**config.mk**
```make
export PLATFORM = sky130hd
export DESIGN_NAME = irq_stack_ctrl_flat
export DESIGN_NICKNAME = d
export VERILOG_FILES = /design/src/rtl/irq_stack_ctrl_pkg.sv /design/src/rtl/irq_stack_ctrl_if.sv /design/src/rtl/irq_stack_ctrl_prio_enc.sv /design/src/rtl/irq_stack_ctrl.sv /design/src/flat_wrapper.sv
export SDC_FILE = /design/constraint.sdc
export NUM_CORES = 1
export LEC_CHECK = 0
export ABC_AREA = 1
export BUFFER_PORTS_ARGS = -buffer_cell sky130_fd_sc_hd__buf_2
export CORE_UTILIZATION = 40
export DETAILED_ROUTE_END_ITERATION = 16
export HOLD_SLACK_MARGIN = 0.06
export PLACE_DENSITY = 0.78
export SYNTH_ARGS = -nofsm -noshare
export SYNTH_HDL_FRONTEND = slang
export SYNTH_HIERARCHICAL = 1
export SYNTH_SLANG_ARGS = --single-unit
```
**constraint.sdc**
```tcl
create_clock -name clk -period 5.35 [get_ports clk]
set_input_delay 0.2675 -clock clk [delete_from_list [all_inputs] [get_ports clk]]
set_output_delay 0.2675 -clock clk [all_outputs]
set_load 0.02 [all_outputs]
```
**src/rtl/irq_stack_ctrl_pkg.sv**
```systemverilog
// Shared defaults and mode encodings for the interrupt/stack controller.
package irq_stack_ctrl_pkg;

  localparam int             DEF_N_IRQ      = 4;
  localparam int             DEF_AW         = 10;
  localparam logic [9:0]     DEF_VEC_BASE   = 10'h3C0;
  localparam int             DEF_VEC_STRIDE = 4;

  typedef enum logic [1:0] {
    RUN   = 2'd0,
    ISR   = 2'd1,
    FAULT = 2'd2
  } mode_t;

endpackage

```
**src/rtl/irq_stack_ctrl_if.sv**
```systemverilog
// Return-address stack bus: the controller is the master, the stack the slave.
interface irq_stack_ctrl_if #(
  parameter int AW = irq_stack_ctrl_pkg::DEF_AW
);
  logic          stack_push;
  logic          stack_pop;
  logic          stack_interrupt;
  logic [AW-1:0] stack_addr;
  logic          stack_overflow;
  logic          stack_underflow;

  modport master (
    output stack_push, stack_pop, stack_interrupt, stack_addr,
    input  stack_overflow, stack_underflow
  );

  modport slave (
    input  stack_push, stack_pop, stack_interrupt, stack_addr,
    output stack_overflow, stack_underflow
  );
endinterface

```
**src/rtl/irq_stack_ctrl_prio_enc.sv**
```systemverilog
// Lowest-index priority encoder: valid plus index of the lowest set bit.
module irq_prio_enc #(
  parameter int N  = 4,
  parameter int IW = (N > 1) ? $clog2(N) : 1
) (
  input  logic [N-1:0]  req,
  output logic          valid,
  output logic [IW-1:0] idx
);

  // Scan from the top so the lowest set bit is the last one written.
  always_comb begin
    valid = |req;
    idx   = '0;
    for (int i = N - 1; i >= 0; i--) begin
      if (req[i]) idx = IW'(i);
    end
  end

endmodule

```
**src/rtl/irq_stack_ctrl.sv**
```systemverilog
// Arbitrates decoder call/ret/reti against prioritised, nestable interrupts
// and drives the return-address stack.
module irq_stack_ctrl
  import irq_stack_ctrl_pkg::*;
#(
  parameter int            N_IRQ      = DEF_N_IRQ,
  parameter int            AW         = DEF_AW,
  parameter logic [AW-1:0] VEC_BASE   = AW'(DEF_VEC_BASE),
  parameter int            VEC_STRIDE = DEF_VEC_STRIDE
) (
  input  logic              clk,
  input  logic              reset,
  input  logic [N_IRQ-1:0]  irq,
  input  logic              cpu_push,
  input  logic              cpu_pop,
  input  logic              cpu_reti,
  input  logic              cpu_ei,
  input  logic              cpu_di,
  input  logic              mask_we,
  input  logic [N_IRQ-1:0]  mask_wdata,
  input  logic [AW-1:0]     pc,
  irq_stack_ctrl_if.master  stk,
  output logic              take,
  output logic [AW-1:0]     vector,
  output logic [N_IRQ-1:0]  in_service,
  output logic [N_IRQ-1:0]  pending,
  output logic              fault
);

  localparam int IW = (N_IRQ > 1) ? $clog2(N_IRQ) : 1;

  // The last vector must fit in the address space.
  if (int'(VEC_BASE) + (N_IRQ - 1) * VEC_STRIDE >= 2 ** AW) begin : g_vec_chk
    $error("irq_stack_ctrl: vector table exceeds address width");
  end

  mode_t            mode, mode_nx;
  logic [N_IRQ-1:0] irq_prev;
  logic [N_IRQ-1:0] mask, mask_nx;
  logic             gie, gie_nx;
  logic [N_IRQ-1:0] pending_nx, in_service_nx;
  logic [N_IRQ-1:0] edge_det, lim, eligible, sel_onehot, isr_onehot;
  logic [IW-1:0]    sel_idx, isr_idx;
  logic             isr_valid, reti_eff, can_take;

  assign fault = (mode == FAULT);

  irq_prio_enc #(.N(N_IRQ), .IW(IW)) u_sel_enc (
    .req   (eligible),
    .valid (take),
    .idx   (sel_idx)
  );

  irq_prio_enc #(.N(N_IRQ), .IW(IW)) u_isr_enc (
    .req   (in_service),
    .valid (isr_valid),
    .idx   (isr_idx)
  );

  // Eligibility: only lines strictly above the active level may preempt.
  always_comb begin
    lim = '1;
    if (mode == ISR) begin
      for (int i = 0; i < N_IRQ; i++) lim[i] = (i < int'(isr_idx));
    end
    can_take = gie & ~fault & ~cpu_reti;
    eligible = pending & mask & lim & {N_IRQ{can_take}};
  end

  // Stack drive and vector; a take overrides whatever the decoder issued.
  always_comb begin
    stk.stack_addr = pc;
    if (take) begin
      stk.stack_push      = 1'b1;
      stk.stack_pop       = 1'b0;
      stk.stack_interrupt = 1'b0;
      vector = AW'(VEC_BASE + AW'(sel_idx) * AW'(VEC_STRIDE));
    end else begin
      stk.stack_push      = cpu_push;
      stk.stack_pop       = ~cpu_push & (cpu_pop | cpu_reti);
      stk.stack_interrupt = ~cpu_push & cpu_reti;
      vector = '0;
    end
  end

  // Next-state: edge latch, take/reti bookkeeping, enables and mode.
  always_comb begin
    edge_det   = irq & ~irq_prev;
    sel_onehot = take ? (N_IRQ'(1) << sel_idx) : '0;
    reti_eff   = cpu_reti & ~cpu_push & ~take;
    isr_onehot = (reti_eff && isr_valid) ? (N_IRQ'(1) << isr_idx) : '0;

    pending_nx    = (pending & ~sel_onehot) | edge_det;
    in_service_nx = (in_service & ~isr_onehot) | sel_onehot;
    mask_nx       = mask_we ? mask_wdata : mask;
    gie_nx        = cpu_di ? 1'b0 : (cpu_ei ? 1'b1 : gie);

    mode_nx = RUN;
    if (fault || stk.stack_overflow || stk.stack_underflow) mode_nx = FAULT;
    else if (in_service_nx != '0)                            mode_nx = ISR;
  end

  // Controller state; a line held high through reset is not seen as an edge.
  always_ff @(posedge clk) begin
    if (!reset) begin
      mode       <= RUN;
      irq_prev   <= '1;
      pending    <= '0;
      in_service <= '0;
      mask       <= '0;
      gie        <= 1'b0;
    end else begin
      mode       <= mode_nx;
      irq_prev   <= irq;
      pending    <= pending_nx;
      in_service <= in_service_nx;
      mask       <= mask_nx;
      gie        <= gie_nx;
    end
  end

endmodule

```
**src/flat_wrapper.sv**
```systemverilog
// flat-port wrapper written by rule: the top's interface ports become plain ports
module irq_stack_ctrl_flat import irq_stack_ctrl_pkg::*;
#(
  parameter int            N_IRQ      = DEF_N_IRQ,
  parameter int            AW         = DEF_AW,
  parameter logic [AW-1:0] VEC_BASE   = AW'(DEF_VEC_BASE),
  parameter int            VEC_STRIDE = DEF_VEC_STRIDE
)
  (clk, reset, irq, cpu_push, cpu_pop, cpu_reti, cpu_ei, cpu_di, mask_we, mask_wdata, pc, take, vector, in_service, pending, fault, stk_stack_push, stk_stack_pop, stk_stack_interrupt, stk_stack_addr, stk_stack_overflow, stk_stack_underflow);
  irq_stack_ctrl_if #(.AW(AW)) stk_i ();
  input  logic clk;
  input  logic reset;
  input  logic [N_IRQ-1:0] irq;
  input  logic cpu_push;
  input  logic cpu_pop;
  input  logic cpu_reti;
  input  logic cpu_ei;
  input  logic cpu_di;
  input  logic mask_we;
  input  logic [N_IRQ-1:0] mask_wdata;
  input  logic [AW-1:0] pc;
  output logic take;
  output logic [AW-1:0] vector;
  output logic [N_IRQ-1:0] in_service;
  output logic [N_IRQ-1:0] pending;
  output logic fault;
  output wire logic [$bits(stk_i.stack_push)-1:0] stk_stack_push;
  output wire logic [$bits(stk_i.stack_pop)-1:0] stk_stack_pop;
  output wire logic [$bits(stk_i.stack_interrupt)-1:0] stk_stack_interrupt;
  output wire logic [$bits(stk_i.stack_addr)-1:0] stk_stack_addr;
  input wire logic [$bits(stk_i.stack_overflow)-1:0] stk_stack_overflow;
  input wire logic [$bits(stk_i.stack_underflow)-1:0] stk_stack_underflow;
  assign stk_stack_push = stk_i.stack_push;
  assign stk_stack_pop = stk_i.stack_pop;
  assign stk_stack_interrupt = stk_i.stack_interrupt;
  assign stk_stack_addr = stk_i.stack_addr;
  assign stk_i.stack_overflow = stk_stack_overflow;
  assign stk_i.stack_underflow = stk_stack_underflow;
  irq_stack_ctrl #(.N_IRQ(N_IRQ), .AW(AW), .VEC_BASE(VEC_BASE), .VEC_STRIDE(VEC_STRIDE)) u_core (.clk(clk), .reset(reset), .irq(irq), .cpu_push(cpu_push), .cpu_pop(cpu_pop), .cpu_reti(cpu_reti), .cpu_ei(cpu_ei), .cpu_di(cpu_di), .mask_we(mask_we), .mask_wdata(mask_wdata), .pc(pc), .stk(stk_i), .take(take), .vector(vector), .in_service(in_service), .pending(pending), .fault(fault));
endmodule
```
# After elaboration in Yosys (flattened, before gate mapping)

Index checks and enable logic that the tools add are counted.

Bits in registers: 19
Bits of input ports: 28
Output and inout port bits: 33
Logic and storage cells: 62

Add/sub/neg operators: 1
$lt $le $gt $ge: 3
Eq/ne operators: 2
Shift-type cells: 2
Multiplexer cells: 17
Bitwise operators: 22
Reduce and logical (&&, ||, !) cells: 8

Operators with widths:

| operator                                                  | number |
|---|---|
| bitwise AND 4 bit                                         | 6 |
| 2-to-1 mux 2 bit                                          | 9 |
| 2-to-1 mux 4 bit                                          | 3 |
| NOT 4 bit                                                 | 3 |
| 2-to-1 mux 10 bit                                         | 1 |
| adder 7 x 5 -> 8 bit, first input constant                | 1 |
| bitwise OR 4 bit                                          | 2 |
| OR reduction 4 bit                                        | 2 |
| left shift 1 x 2 -> 4 bit, first input constant           | 2 |
| bitwise AND 1 bit                                         | 5 |
| NOT 1 bit                                                 | 5 |
| less-than comparator 1 x 2 -> 1 bit, first input constant | 2 |
| 2-to-1 mux 1 bit                                          | 4 |
| nonzero test 4 bit                                        | 1 |
| OR reduction 2 bit                                        | 2 |
| equality test 2 x 1 -> 1 bit, second input constant       | 1 |
| equality test 2 bit, second input constant                | 1 |
| logical OR 1 bit                                          | 2 |
| less-than comparator 2 bit, first input constant          | 1 |
| logical AND 1 bit                                         | 1 |
| bitwise OR 1 bit                                          | 1 |

# Depth between registers and ports, before layout

Gate-level depths: netlist of the first run.

Depth after elaboration: 19
Gate-level depth with buffers: 16
Depth with buffers taken out: 16

# By module

The synthesis of the first run kept the hierarchy.

By module, submodules not included:

| module         | times used | cells an instance | area each (µm²) | sequential area each (µm²) |
|---|---|---|---|---|
| irq_stack_ctrl | 1          | 135               | 973.4           | 380.4 |
| irq_prio_enc   | 2          | 9                 | 46.3            | 0.0 |

# Worst setup path after synthesis of the first run

No wires, ideal clock.

Path type: register to output
Start point: register u_core.in_service[0]
End point: output port stk_stack_interrupt
Arrival time: 2.219 ns
Data required time: 5.083 ns
Slack: 2.863 ns
Stages on the path, launching flop included: 13
Path buffers: 0
Path through: dfxtp_1 > inv_1 > nand2_1 > a21oi_2 > inv_1 > nand2_1 > nor2_1 > nor3_1 > inv_1 > nand4_1 > nor2_4 > inv_1 > nor2_1

Longest elaborated chain between the ends: 7
Elaborated cells on any way between the ends: 9
Those cells by class: 3 x order compare; 3 x mux; 2 x bitwise; 1 x reduce/logical

RTL lines:

| element                             | RTL line                      | RTL |
|---|---|---|
| start, declared                     | irq_stack_ctrl.sv:25          | `output logic [N_IRQ-1:0] in_service,` |
| start signal, assigned              | irq_stack_ctrl.sv:116         | `in_service <= in_service_nx;` |
| 2-to-1 mux 2 bit                    | irq_stack_ctrl_prio_enc.sv:16 | `if (req[i]) idx = IW'(i);` |
| named net u_core.isr_idx[1]         | irq_stack_ctrl.sv:43          | `logic [IW-1:0] sel_idx, isr_idx;` |
| less-than comparator 1 x 2 -> 1 bit | irq_stack_ctrl.sv:64          | `for (int i = 0; i < N_IRQ; i++) lim[i] = (i < int'(isr_idx));` |
| 2-to-1 mux 4 bit                    | irq_stack_ctrl.sv:63          | `if (mode == ISR) begin` |
| bitwise AND 4 bit (2 in a row)      | irq_stack_ctrl.sv:67          | `eligible = pending & mask & lim & {N_IRQ{can_take}};` |
| named net u_core.eligible[0]        | irq_stack_ctrl.sv:42          | `logic [N_IRQ-1:0] edge_det, lim, eligible, sel_onehot, isr_onehot;` |
| OR reduction 4 bit                  | irq_stack_ctrl_prio_enc.sv:13 | `valid = \|req;` |
| named net take                      | flat_wrapper.sv:22            | `output logic take;` |
| 2-to-1 mux 1 bit                    | irq_stack_ctrl.sv:73          | `if (take) begin` |
| end, declared                       | flat_wrapper.sv:29            | `output wire logic [$bits(stk_i.stack_interrupt)-1:0] stk_stack_interrupt;` |

The timed path passes the listed nets, and every way through them passes these cells.

# Worst setup path after layout of the first run

Start point: register u_core.in_service[0]
End point: output port vector[2]

Elaborated cells on any way between the ends: 13
Those cells by class: 1 x add/sub; 3 x order compare; 6 x mux; 2 x bitwise; 1 x reduce/logical

RTL lines:

| element                               | RTL line                      | RTL |
|---|---|---|
| 2-to-1 mux 2 bit *                    | irq_stack_ctrl_prio_enc.sv:16 |  |
| named net u_core.isr_idx[1]           | irq_stack_ctrl.sv:43          |  |
| less-than comparator 1 x 2 -> 1 bit * | irq_stack_ctrl.sv:64          |  |
| 2-to-1 mux 4 bit *                    | irq_stack_ctrl.sv:63          |  |
| bitwise AND 4 bit * (2 in a row)      | irq_stack_ctrl.sv:67          |  |
| named net u_core.eligible[0]          | irq_stack_ctrl.sv:42          |  |
| 2-to-1 mux 2 bit                      | irq_stack_ctrl_prio_enc.sv:16 |  |
| adder 7 x 5 -> 8 bit                  | irq_stack_ctrl.sv:77          | `vector = AW'(VEC_BASE + AW'(sel_idx) * AW'(VEC_STRIDE));` |
| 2-to-1 mux 10 bit *                   | irq_stack_ctrl.sv:73          |  |
| end, declared                         | flat_wrapper.sv:23            | `output logic [AW-1:0] vector;` |

Mark *: on every way through the listed nets, which the timed path passes. The rest lies on a longest branch.

==> results of run 1 <==
## cell usage in the layout, fill, tap and decap left out
master and count:
sky130_fd_sc_hd__nand2_1 30, sky130_fd_sc_hd__o21a_1 1, sky130_fd_sc_hd__nand3_1 3, sky130_fd_sc_hd__a31oi_1 1, sky130_fd_sc_hd__buf_2 36, sky130_fd_sc_hd__nand4_1 4, sky130_fd_sc_hd__inv_2 6, sky130_fd_sc_hd__o21ai_2 3
sky130_fd_sc_hd__a21oi_2 4, sky130_fd_sc_hd__or2_2 4, sky130_fd_sc_hd__nand3_4 1, sky130_fd_sc_hd__dfxtp_1 19, sky130_fd_sc_hd__clkbuf_1 1, sky130_fd_sc_hd__clkbuf_4 3, sky130_fd_sc_hd__a21oi_1 9, sky130_fd_sc_hd__a211oi_1 1
sky130_fd_sc_hd__nor2_4 1, sky130_fd_sc_hd__clkinv_1 1, sky130_fd_sc_hd__nor2_1 15, sky130_fd_sc_hd__o21ai_0 4, sky130_fd_sc_hd__o211ai_1 1, sky130_fd_sc_hd__nor3_1 2, sky130_fd_sc_hd__inv_1 22, sky130_fd_sc_hd__conb_1 4
## power groups by stage
stage / combinational [mW] / clock, mW / sequential (mW)
2_1_floorplan: 0.0317 / 0 / 0.155
3_3_place_gp: 0.0321 / 0 / 0.154
3_5_place_dp: 0.0324 / 0 / 0.154
4_1_cts: 0.0327 / 0.0710 / 0.151
5_1_grt: 0.0367 / 0.0782 / 0.152
6_report: 0.0325 / 0.0675 / 0.151
## cell usage after synthesis
cell type / number
sky130_fd_sc_hd__or2_2: 4
sky130_fd_sc_hd__nand3_1: 3
sky130_fd_sc_hd__nor3_1: 2
sky130_fd_sc_hd__o21ai_0: 4
sky130_fd_sc_hd__conb_1: 1
sky130_fd_sc_hd__nand2_1: 30
sky130_fd_sc_hd__nand3_4: 1
sky130_fd_sc_hd__a31oi_1: 1
sky130_fd_sc_hd__inv_1: 22
sky130_fd_sc_hd__o211ai_1: 1
sky130_fd_sc_hd__a211oi_1: 1
sky130_fd_sc_hd__clkinv_1: 1
sky130_fd_sc_hd__nor2_4: 1
sky130_fd_sc_hd__nor2_1: 15
sky130_fd_sc_hd__buf_2: 2
sky130_fd_sc_hd__a21oi_2: 4
sky130_fd_sc_hd__buf_4: 18
sky130_fd_sc_hd__dfxtp_1: 19
sky130_fd_sc_hd__o21a_1: 1
sky130_fd_sc_hd__inv_2: 6
sky130_fd_sc_hd__nand4_1: 4
sky130_fd_sc_hd__o21ai_2: 3
sky130_fd_sc_hd__a21oi_1: 9
## flip-flops by register name (all words and copies together), names as in the netlist
register / flops
u_core/pending: 4
u_core/mode: 2
u_core/gie: 1
u_core/in_service: 4
u_core/irq_prev: 4
u_core/mask: 4
## metrics by stage
step | power [mW] | hold WS, ps | utilization (%)
6_report | 0.251 | 134 | 47.0
2_1_floorplan | 0.187 | 344 | -
5_1_grt | 0.266 | 109 | 47.0
4_1_cts | 0.254 | 119 | 47.0
3_3_place_gp | 0.186 | 433 | 46.0
3_5_place_dp | 0.186 | 439 | 46.0
## worst paths after layout
| check | from | to | cells past startpoint |
|---|---|---|---|
| worst min register to register | u_core/irq_prev[2] | u_core/pending[2] | 3 |
| worst max register to register | u_core/in_service[0] | u_core/mode[0] | 15 |
| worst min-delay path | cpu_di | u_core/gie | 2 |
| worst max-delay path | u_core/in_service[0] | vector[2] | 12 |
## metal layers
metal	vias up	wire length (microns)	share of wire, %
li1	497	-	-
met2	26	907	46
met4	0	17	0.86
met5	-	0	0
met1	405	929	47
met3	2	116	5.9
## logic make-up (layout without fill, tap and decap cells)
family,count (synthesis),after routing,synth area share (%)
and+or+nand+nor,60,60,25.6
DFF,19,19,35.7
other,1,4,0.352
buffers and inverters,49,69,23.8
AOI/OAI and AO/OA,24,24,14.6
## critical path: cells and delay by family, from the launching register on
family	cells	cell delay, ps
flops	1	360
simple gates	6	860
buf+inv	5	500
compound gates	1	180
## area by class of cell
| type | instances | area (sq um) | area share (%) |
|---|---|---|---|
| multi-input cells | 88 | 443 | 37.7 |
| flip-flops and latches | 19 | 380 | 32.3 |
| repair buffers | 36 | 180 | 15.3 |
| inverters | 29 | 109 | 9.26 |
| well taps | 30 | 37.5 | 3.19 |
| clock buffers | 4 | 26.3 | 2.23 |
==> out/metrics.cfg, run 1 <==
[status]
status=complete, no violations

[min_path]
min_path_type=in2reg

[synthesis]
syn_area_sq_um=1070
synth-warning-count=6
post_synthesis_register_bit_count=19
yosys-top-cells-area=sky130_fd_sc_hd__dfxtp_1 36%, sky130_fd_sc_hd__buf_4 13%, sky130_fd_sc_hd__nand2_1 11%, sky130_fd_sc_hd__inv_1 7.7%, sky130_fd_sc_hd__nor2_1 5.3%
post_synth_inst_count=153
synth_cell_type_count=23
synth_sequential_area_ratio_pct=35.7
post_synth.cell_area_avg_sq_um=6.97
synth_top_cell_by_area=sky130_fd_sc_hd__dfxtp_1
synth_top_area_share_pct=35.7

[floorplan]
row_count=18
chipWidth_microns=53.6
die_y_microns=53.6
fp.coreArea_sq_um=2500
dieArea_sq_um=2880
ioPinCount=61
initial_utilization_pct=42.6

[global_route]
grt_start_max_net_pins=12
grt_antenna_before_repair=0
grt_pass1_wl_microns=3180
first_global_vias=728
grt_overflow_total=0
met2_layer_usage_reported_by_global_route_pct=24.6
overall_routing_resource_usage_pct=15.7
met1_usage_pct=20.0
layer_with_the_highest_usage=met2
grt.met3_usage_pct=4.24

[finish]
postLayoutCellArea_sq_um=1180
final_layout_size_suffix_gt1_share_pct=33.0
antennaDiodeCount=0
final_nets=205
flow.area_growth_from_synthesis_pct=10.3
layoutNonFillerInstCount=206
fill_cells=269

[critical_path]
critical_path.endpoint_type=primary output
cp_slowest_cell=sky130_fd_sc_hd__dfxtp_1
crit_chain=inv_1 -> nand2_1 -> a21oi_2 -> inv_1 -> nand2_1 -> nor2_1 -> nor3_1 -> inv_1 -> nand4_1 -> nand2_1 -> inv_2 -> buf_2
required_ps=5080
r2r_slack_ps=3200
criticalPathCategory=reg2out
cp_max_fo=9
worst_ep_arrival_time_ps=2170
type_of_origin_of_the_critical_path=register
cp_slowest_stage_delay_ps=360

[timing]
report.final.hold_viol_count=0
setup-tns-final_ps=0
final_worst_path_period_share_pct=45.6
timing.final.max_slew_violations=0
setup_slack_ps=2910
highest_clock_rate_ghz=0.410
rsz0062_at_grt=no
timing.final.setup_violations=0
layout_min_cycle_time_ps=2440
worst_clock_skew_ps=0.773

[pwr]
sequentialPowerShare_pct=60.1
power.clock.fraction_pct=26.9
vdd_drop_max_mv=0.129
combPwrFrac_pct=13.0
powerDensity_nw_per_um2=213
switching_share_pct=24.6
p_int_uw=189
leakage_nw=0.614
p_sw_uw=61.7

[clock_tree]
hold_buffers_post_cts=0
htreeDepth=1
tritoncts.num_buffers=3
cts_tree=built
post_cts.resized_instances=0
setup_fix_bufs_post_cts=0
clockRootBuffer=sky130_fd_sc_hd__clkbuf_4
clk_transition_reported_paths_ps=90
cts_sink_cnt=19
worstSkewPairLatency_ps=280
clock_path_buffers=2

[place]
dp_hpwl_microns=1640
postPlaceCellArea_sq_um=1150
placed_cells=202
placement.setup.worst_slack_ps=3200
global_placer_s_final_weighted_congestion=0.860
placement.io_buffers=36

[drt]
vias=930
ant_nets=0
first_iter_violations=20
wl_microns=1970
detail_route.vias_per_cell=4.51
wire_per_inst_microns=9.56
detail_route.first_pass.iterations=4
drc_errors=0

[job]
drv.max_cap_violation_count=0

No activity file was read; power rests on OpenSTA's default activity.
==> run 2, diff against run 1 <==
clock period = 2.3 ns   (was 5.35 ns; I/O delays follow)
==> out/metrics.cfg, run 2 (same netlist as run 1, synthesis figures left out) <==
[floorplan]
chipWidth_microns=53.6  ; unchanged
dieArea_sq_um=2880  ; unchanged
fp.coreArea_sq_um=2500  ; unchanged
die_y_microns=53.6  ; unchanged
row_count=18  ; unchanged
ioPinCount=61  ; unchanged
initial_utilization_pct=42.6  ; unchanged

[drt]
route.top_layer_used=met4
drc_errors=0  ; unchanged
ant_nets=0  ; unchanged
first_iter_violations=23  ; +15%
wl_microns=2190  ; +11%
routed_metal_1_wire_length_microns=943  ; +1.5%
wire_per_inst_microns=10.1  ; +5.1%
wl_met2_microns=1080  ; +19%
detail_route.vias_per_cell=4.57  ; +1.2%
wl_met3_microns=154  ; +33%
detail_route.first_pass.iterations=4  ; unchanged
vias=996  ; +7.1%

[critical_path]
crit_chain=inv_2 -> nand2_1 -> a21oi_2 -> inv_1 -> nand2_1 -> nor2_1 -> nor3_2 -> inv_1 -> nand4_1 -> buf_4 -> nand2_1 -> inv_2 -> buf_2
criticalPathCategory=reg2out
required_ps=2180  ; -2900 ps
critical_path.endpoint_type=primary output
worst-path-buf-inv=6  ; +1
critical_path.most_common_cell=sky130_fd_sc_hd__nand2_1
worst_ep_arrival_time_ps=2110  ; -60 ps
cp_max_fo=4  ; -5
critical_path.top_delay_family=simple AND/OR/NAND/NOR gates
type_of_origin_of_the_critical_path=register
cp_slowest_stage_delay_ps=350  ; about the same
cp_slowest_cell=sky130_fd_sc_hd__dfxtp_1

[place]
placement.io_buffers=36  ; unchanged
dp_hpwl_microns=1660  ; +1.6%
global_placer_s_final_weighted_congestion=0.844  ; -1.9%

[finish]
final_common_cell=sky130_fd_sc_hd__buf_2
multi_input_comb_area_sq_um=455  ; +2.8%
flow.area_growth_from_synthesis_pct=22.3
final_nets=217  ; +5.9%
final_layout_size_suffix_gt1_share_pct=35.1  ; +2.2 points
antennaDiodeCount=0  ; unchanged
fill_cells=254  ; -5.6%
sequential_cell_area_sq_um=383  ; +0.66%
layout.cells.most_common_list=36 x sky130_fd_sc_hd__buf_2, 30 x sky130_fd_sc_hd__nand2_1, 22 x sky130_fd_sc_hd__inv_1

[pwr]
p_int_uw=450  ; +140%
p_sw_uw=148  ; +140%
vdd_drop_max_mv=0.422  ; +230%
sequentialPowerShare_pct=58.6  ; -1.5 points
combPwrFrac_pct=14.8  ; +1.8 points
powerDensity_nw_per_um2=459  ; +120%
switching_share_pct=24.8  ; +0.14 points
leakage_nw=0.669  ; +9.0%
power.clock.fraction_pct=26.6  ; -0.3 points

[clock_tree]
worstSkewPairLatency_ps=290  ; about the same
clk_transition_reported_paths_ps=100  ; about the same
clockRootBuffer=sky130_fd_sc_hd__clkbuf_4
cts_tree=built
htreeDepth=1  ; unchanged
clock_path_buffers=2  ; unchanged
cts_sink_cnt=19  ; unchanged
tritoncts.num_buffers=3  ; unchanged

[global_route]
first_global_vias=841  ; +16%
overall_routing_resource_usage_pct=16.5  ; +0.76 points
grt_start_max_net_pins=12  ; unchanged
grt_overflow_total=0  ; unchanged
grt_antenna_before_repair=0  ; unchanged
grt_pass1_wl_microns=3430  ; +7.8%

[timing]
rsz0062_at_grt=yes
setup-tns-final_ps=0  ; unchanged
timing.final.setup_violations=0  ; unchanged
worst_clock_skew_ps=6.52  ; +5.74 ps
report.final.hold_viol_count=0  ; unchanged
final_worst_path_period_share_pct=96.8
layout_min_cycle_time_ps=2230
highest_clock_rate_ghz=0.449
timing.final.max_slew_violations=0  ; unchanged
hold-worst-slack_ps=84.4  ; -49.2 ps

[job]
drv.max_cap_violation_count=0  ; unchanged

[status]
status=complete, no violations

[min_path]
min_path_type=in2reg

[run 2: cell types whose count changed in the layout (fill, tap and decap cells not counted)]
cell	delta
sky130_fd_sc_hd__a211oi_1	-1
sky130_fd_sc_hd__a211oi_2	+1
sky130_fd_sc_hd__buf_4	+3
sky130_fd_sc_hd__dfxtp_1	-2
sky130_fd_sc_hd__dfxtp_2	+2
sky130_fd_sc_hd__dlygate4sd3_1	+9
sky130_fd_sc_hd__nor2_1	-1
sky130_fd_sc_hd__nor2_2	+1
sky130_fd_sc_hd__nor3_1	-1
sky130_fd_sc_hd__nor3_2	+1
[run 2: worst paths after layout]
check | start | to | slack [ps] | cells past startpoint
setup / recovery | u_core/in_service[1] | vector[2] | 70 | 13
hold / removal | reset | u_core/irq_prev[0] | 80 | 2
setup reg to reg | u_core/in_service[1] | u_core/mode[0] | 250 | 16
hold reg to reg | u_core/irq_prev[1] | u_core/pending[1] | 480 | 2
[run 2: metrics by stage]
| stage | power [mW] | area [sq um] | worst slack, ps | utilization (%) | instances |
|---|---|---|---|---|---|
| final | 0.598 | 1300 | 73.9 | 52.2 | 218 |
| after global routing | 0.636 | 1300 | -38.4 | 52.2 | 218 |
| after CTS | 0.606 | 1280 | 27.2 | 51.1 | 216 |
| after detailed placement | 0.435 | 1150 | 89.6 | 46.1 | 202 |
| after global placement | 0.434 | 1150 | 202 | 46.1 | 202 |
| after floorplan | 0.435 | 1080 | 4.49 | - | 156 |
[run 2: cell type report]
| type | instances | share of cell area [%] |
|---|---|---|
| flip-flops and latches | 19 | 29.4 |
| clock buffers | 4 | 2.02 |
| inverters | 29 | 8.35 |
| repair buffers | 48 | 22.5 |
| well taps | 30 | 2.88 |
| multi-input cells | 88 | 34.9 |
[run 2: power by group through the flow]
stage | Combinational, mW | Sequential (mW) | Clock [mW]
after floorplan | 0.0743 | 0.361 | 0
after global placement | 0.0756 | 0.358 | 0
after detailed placement | 0.0766 | 0.358 | 0
after CTS | 0.0884 | 0.350 | 0.167
after global routing | 0.0996 | 0.352 | 0.183
final | 0.0885 | 0.350 | 0.159
[run 2: what timing repair did]
item	4_1_cts	5_1_grt
hold endpoints to repair	9	0
setup endpoints to repair	5	11
hold buffers	9	0
gates cloned	0	0
gates resized for setup	0	4
setup buffers	1	2
[run 2: routing by layer]
layer,GRT usage [%],vias to the layer above
li1,-,519
met1,19.1,442
met2,29.2,33
met3,3.95,2
met4,5.70,0
met5,0,-
